$ cat src/rtl/mult_accumulator.sv
// Block accumulator for unsigned multiplier products. It sums N products into a
// widened register and offers the block sum on a valid/ready port.
module mult_accumulator #(
    parameter int PW    = 4,
    parameter int N     = 8,
    parameter int ACC_W = 7,
    parameter int CW    = 3
) (
    input  logic             clk,
    input  logic             rst,
    input  logic             clr,
    input  logic             in_valid,
    output logic             in_ready,
    input  logic [PW-1:0]    p,
    output logic             out_valid,
    input  logic             out_ready,
    output logic [ACC_W-1:0] acc_out,
    output logic             ovf,
    output logic [CW-1:0]    cnt
);

    typedef enum logic {
        ACCUM = 1'b0,
        HOLD  = 1'b1
    } state_t;

    localparam logic [CW-1:0] LAST = CW'(N - 1);

    state_t           r_state;
    state_t           w_state_next;
    logic [ACC_W-1:0] r_acc;
    logic [ACC_W-1:0] w_acc_next;
    logic             r_ovf;
    logic             w_ovf_next;
    logic [CW-1:0]    r_cnt;
    logic [CW-1:0]    w_cnt_next;
    logic [ACC_W:0]   w_sum;

    // One spare bit catches the carry that marks a wrap of the block sum.
    assign w_sum = {1'b0, r_acc} + (ACC_W + 1)'(p);

    always_comb begin
        w_state_next = r_state;
        w_acc_next   = r_acc;
        w_ovf_next   = r_ovf;
        w_cnt_next   = r_cnt;
        if (clr) begin
            w_state_next = ACCUM;
            w_acc_next   = '0;
            w_ovf_next   = 1'b0;
            w_cnt_next   = '0;
        end else begin
            case (r_state)
                ACCUM: begin
                    if (in_valid) begin
                        w_acc_next = w_sum[ACC_W-1:0];
                        w_ovf_next = r_ovf | w_sum[ACC_W];
                        if (r_cnt == LAST) begin
                            w_cnt_next   = '0;
                            w_state_next = HOLD;
                        end else begin
                            w_cnt_next = r_cnt + CW'(1);
                        end
                    end
                end
                HOLD: begin
                    if (out_ready) begin
                        w_state_next = ACCUM;
                        w_acc_next   = '0;
                        w_ovf_next   = 1'b0;
                        w_cnt_next   = '0;
                    end
                end
                default: w_state_next = ACCUM;
            endcase
        end
    end

    always_ff @(posedge clk) begin
        if (rst) begin
            r_state <= ACCUM;
            r_acc   <= '0;
            r_ovf   <= 1'b0;
            r_cnt   <= '0;
        end else begin
            r_state <= w_state_next;
            r_acc   <= w_acc_next;
            r_ovf   <= w_ovf_next;
            r_cnt   <= w_cnt_next;
        end
    end

    // Handshake flags depend on state alone, so no input reaches them combinationally.
    assign in_ready  = (r_state == ACCUM);
    assign out_valid = (r_state == HOLD);
    assign acc_out   = r_acc;
    assign ovf       = r_ovf;
    assign cnt       = r_cnt;

endmodule

$ cat config.mk
export PLATFORM = sky130hd
export DESIGN_NAME = mult_accumulator
export DESIGN_NICKNAME = d
export VERILOG_FILES = /design/src/rtl/mult_accumulator.sv
export SDC_FILE = /design/constraint.sdc
export NUM_CORES = 1
export LEC_CHECK = 0
export CORE_MARGIN = 5
export CORE_UTILIZATION = 35
export CTS_CLUSTER_SIZE = 20
export DETAILED_ROUTE_END_ITERATION = 8
export PLACE_DENSITY = 0.67
export SYNTH_ARGS = -nofsm -noshare
export SYNTH_HDL_FRONTEND = slang
export SYNTH_SLANG_ARGS = --single-unit
$ cat constraint.sdc
create_clock -name clk -period 2.4 [get_ports clk]
set_input_delay 0.48 -clock clk [delete_from_list [all_inputs] [get_ports clk]]
set_output_delay 0.48 -clock clk [all_outputs]
set_load 0.005 [all_outputs]
==> metrics <==
status=finished, final reports clean; P_leak=0.391 nW; Placed Instance Area=873 um^2; DIE AREA=2790 um^2; IO Pins=22; GR Util met1=11.8%; Fill cells=155; TritonCTS Buffers=3; asr flop ratio synth=0%; largest family of logic cells by synthesized area=compound AO/OA/AOI/OAI gates; slack of the critical path=0.361 ns; critical path class=in -> reg; mux cell area share after synthesis=1.56%; area delta synth->final=39.3%; Util after Layout=51.3%; R2R depth=6; Slew Limit Fails=0; Inst Count DP=113; Final Instance Area=896 um^2; core area=1750 um^2; Post-synth EDFFs=0; Avg Cell Area, Syn=9.32 um^2; CTS sink count=12; post-synth cell types=25; final worst-path cycle share=85.0%; adder-cell area share of the yosys netlist=14.8%; grt total ovfl=0; routed length per instance=11.9 um; grt met2 use=18.2%; most common cell in the netlist=dfxtp_1; hold crit path type=reg -> reg; Fin Setup TNS=0 ns; initial antenna violation count=0; worst path arrival time=2.24 ns; post-synthesis sequential area ratio=37.4%; Worst Setup Start Kind=primary input; Top Usage Layer GRT=met2; met3 global-route usage=4.79%; Max VDD drop=320 uV; Final setup viols=0; Syn Inst Count=69; delay of the slowest critical-path stage=0.41 ns; PwrDens=435 nW/um^2; cell mode on critical path=a21oi_1; Post-Place Setup Slack=0.0698 ns; die span in y=52.9 um; Slew headroom=65.9%; DIE WIDTH=52.9 um; Hold Vio Cnt, Final=0; Worst Clk Skew=0.00413 ns; Synth area leaders=dfxtp_1 37%, ha_1 12%, a22oi_1 5.8%, nor2_1 5.8%, a21oi_1 5.4%; cell taking the most area after synthesis=dfxtp_1; multi-input logic area=380 um^2; CP max-delay cell=clkdlybuf4s50_1; flops & latches, synth=12; Clk Latency, worst-skew pair=0.26 ns; dpl hpwl=1.13 mm; Layout Nets=109; total power=0.389 mW; row count=15; GP Congestion=0.833; Req. time, crit path=2.60 ns; 1st-pass router iterations=2; hold path cells=2; post-route insts no fill=116; crit path capture type=flip-flop; register area=240 um^2; vias in the first global route=510; vias per cell=4.89; initial core utilization=36.8%; Vias=567; share of layout cells above drive strength 1=8.79%; final WL=1.38 mm; post-synthesis net count=85; Synth top cells by count=12 x dfxtp_1, 10 x nor2_1, 7 x a21oi_1, 6 x ha_1, 5 x a22oi_1; hold_ws=0.452 ns; Main synth FF type=dfxtp_1; CTS clk-pin slew, worst paths=0.07 ns; DRC viols=0; worst path cell trace=clkdlybuf4s50_1 > ha_1 > fa_1 > a21o_1 > a21oi_1 > o21ai_0 > a21oi_1; root buffer cell=clkbuf_4; FMAX=490 MHz; MaxCap Viol Count=0; Iter 0 DRT Violations=3; GRT Total Usage=10.7%; RSZ-0062 raised after global routing=no; PortBufs=21; Ant. Diodes=0; Ys Warns=0; Tmin final=2.04 ns; crit-path max FO=4; compound-gate portion of the synthesized area=23.7%; mapped cell area=643 um^2; share of the synthesized area in the top cell type=37.4%; largest net degree at the start of global routing=10; post-CTS sizing=0; Synth Area in Simple Gates=17.7%; first-pass GRT wire length=2.18 mm; post-route ant nets=0; Longest Clk Path Bufs=2; Post-CTS Hold Buffers=0; CTS tree=yes; H-tree depth reported by CTS=1; Worst Max-Slew Pin Slew=0.497 ns; Post-Synth XOR/XNOR Area=1.36%; Post-CTS Setup Bufs=0
## worst paths after layout
kind / start / end / slack, ns
worst max-delay path: p[0] / acc_out[6] / 0.36
worst min-delay path: ovf / ovf / 0.45
worst max register to register: acc_out[0] / acc_out[6] / 0.68
worst min register to register: ovf / ovf / 0.45
## cell type report
type                    count  share of cell area [%]
repair buffers             22                    24.3
multi-input cells          53                    42.5
well taps                  25                    3.49
clock buffers               3                    2.51
flip-flops and latches     12                    26.8
inverters                   1                   0.419
## critical path, delay by kind of cell
| family | cells | cell delay (ns) |
|---|---|---|
| adders and majority gates | 2 | 0.65 |
| buffers and inverters | 1 | 0.41 |
| AOI/OAI and AO/OA | 4 | 0.70 |
## report_power, final
| part | internal, mW | switching (mW) |
|---|---|---|
| Clock | 0.0579 | 0.0600 |
| Combinational | 0.0371 | 0.0276 |
| Sequential | 0.203 | 0.00371 |
| Total | 0.298 | 0.0913 |
## per-layer routing
metal  share of wire [%]  up-vias
met2                  47       14
met1                  45      256
li1                    -      295
met3                 7.0        2
met5                   0        -
met4                 1.5        0
## layout by cell type (no fill, tap or decap)
cell type,n
a21oi_1,7
nor3_1,1
or2_2,1
or3_1,3
nor2_1,10
nand3b_4,1
nand2_1,3
and2b_2,1
xor2_1,1
o31ai_1,1
dfxtp_1,12
fa_1,1
a32oi_1,1
nand2b_1,1
inv_1,1
o21a_1,1
a21o_2,1
a211o_1,2
ha_1,6
clkbuf_4,3
a21o_1,2
a22oi_1,5
clkdlybuf4s50_1,21
mux2i_1,1
o21ai_0,3
buf_4,1
## logic make-up (layout without fill, tap and decap cells)
logic type                 after synthesis  count (layout)
AOI/OAI and AO/OA                       23              23
and+or+nand+nor                         21              21
DFF                                     12              12
adders and majority gates                7               7
buffers and inverters                    4              26
xor gates and xnor gates                 1               1
muxes                                    1               1
## state kept, by name, indices dropped and copies added, names as in the netlist
| register | cells |
|---|---|
| out_valid | 1 |
| acc_out | 7 |
| cnt | 3 |
| ovf | 1 |
No activity file was read; power rests on OpenSTA's default activity.
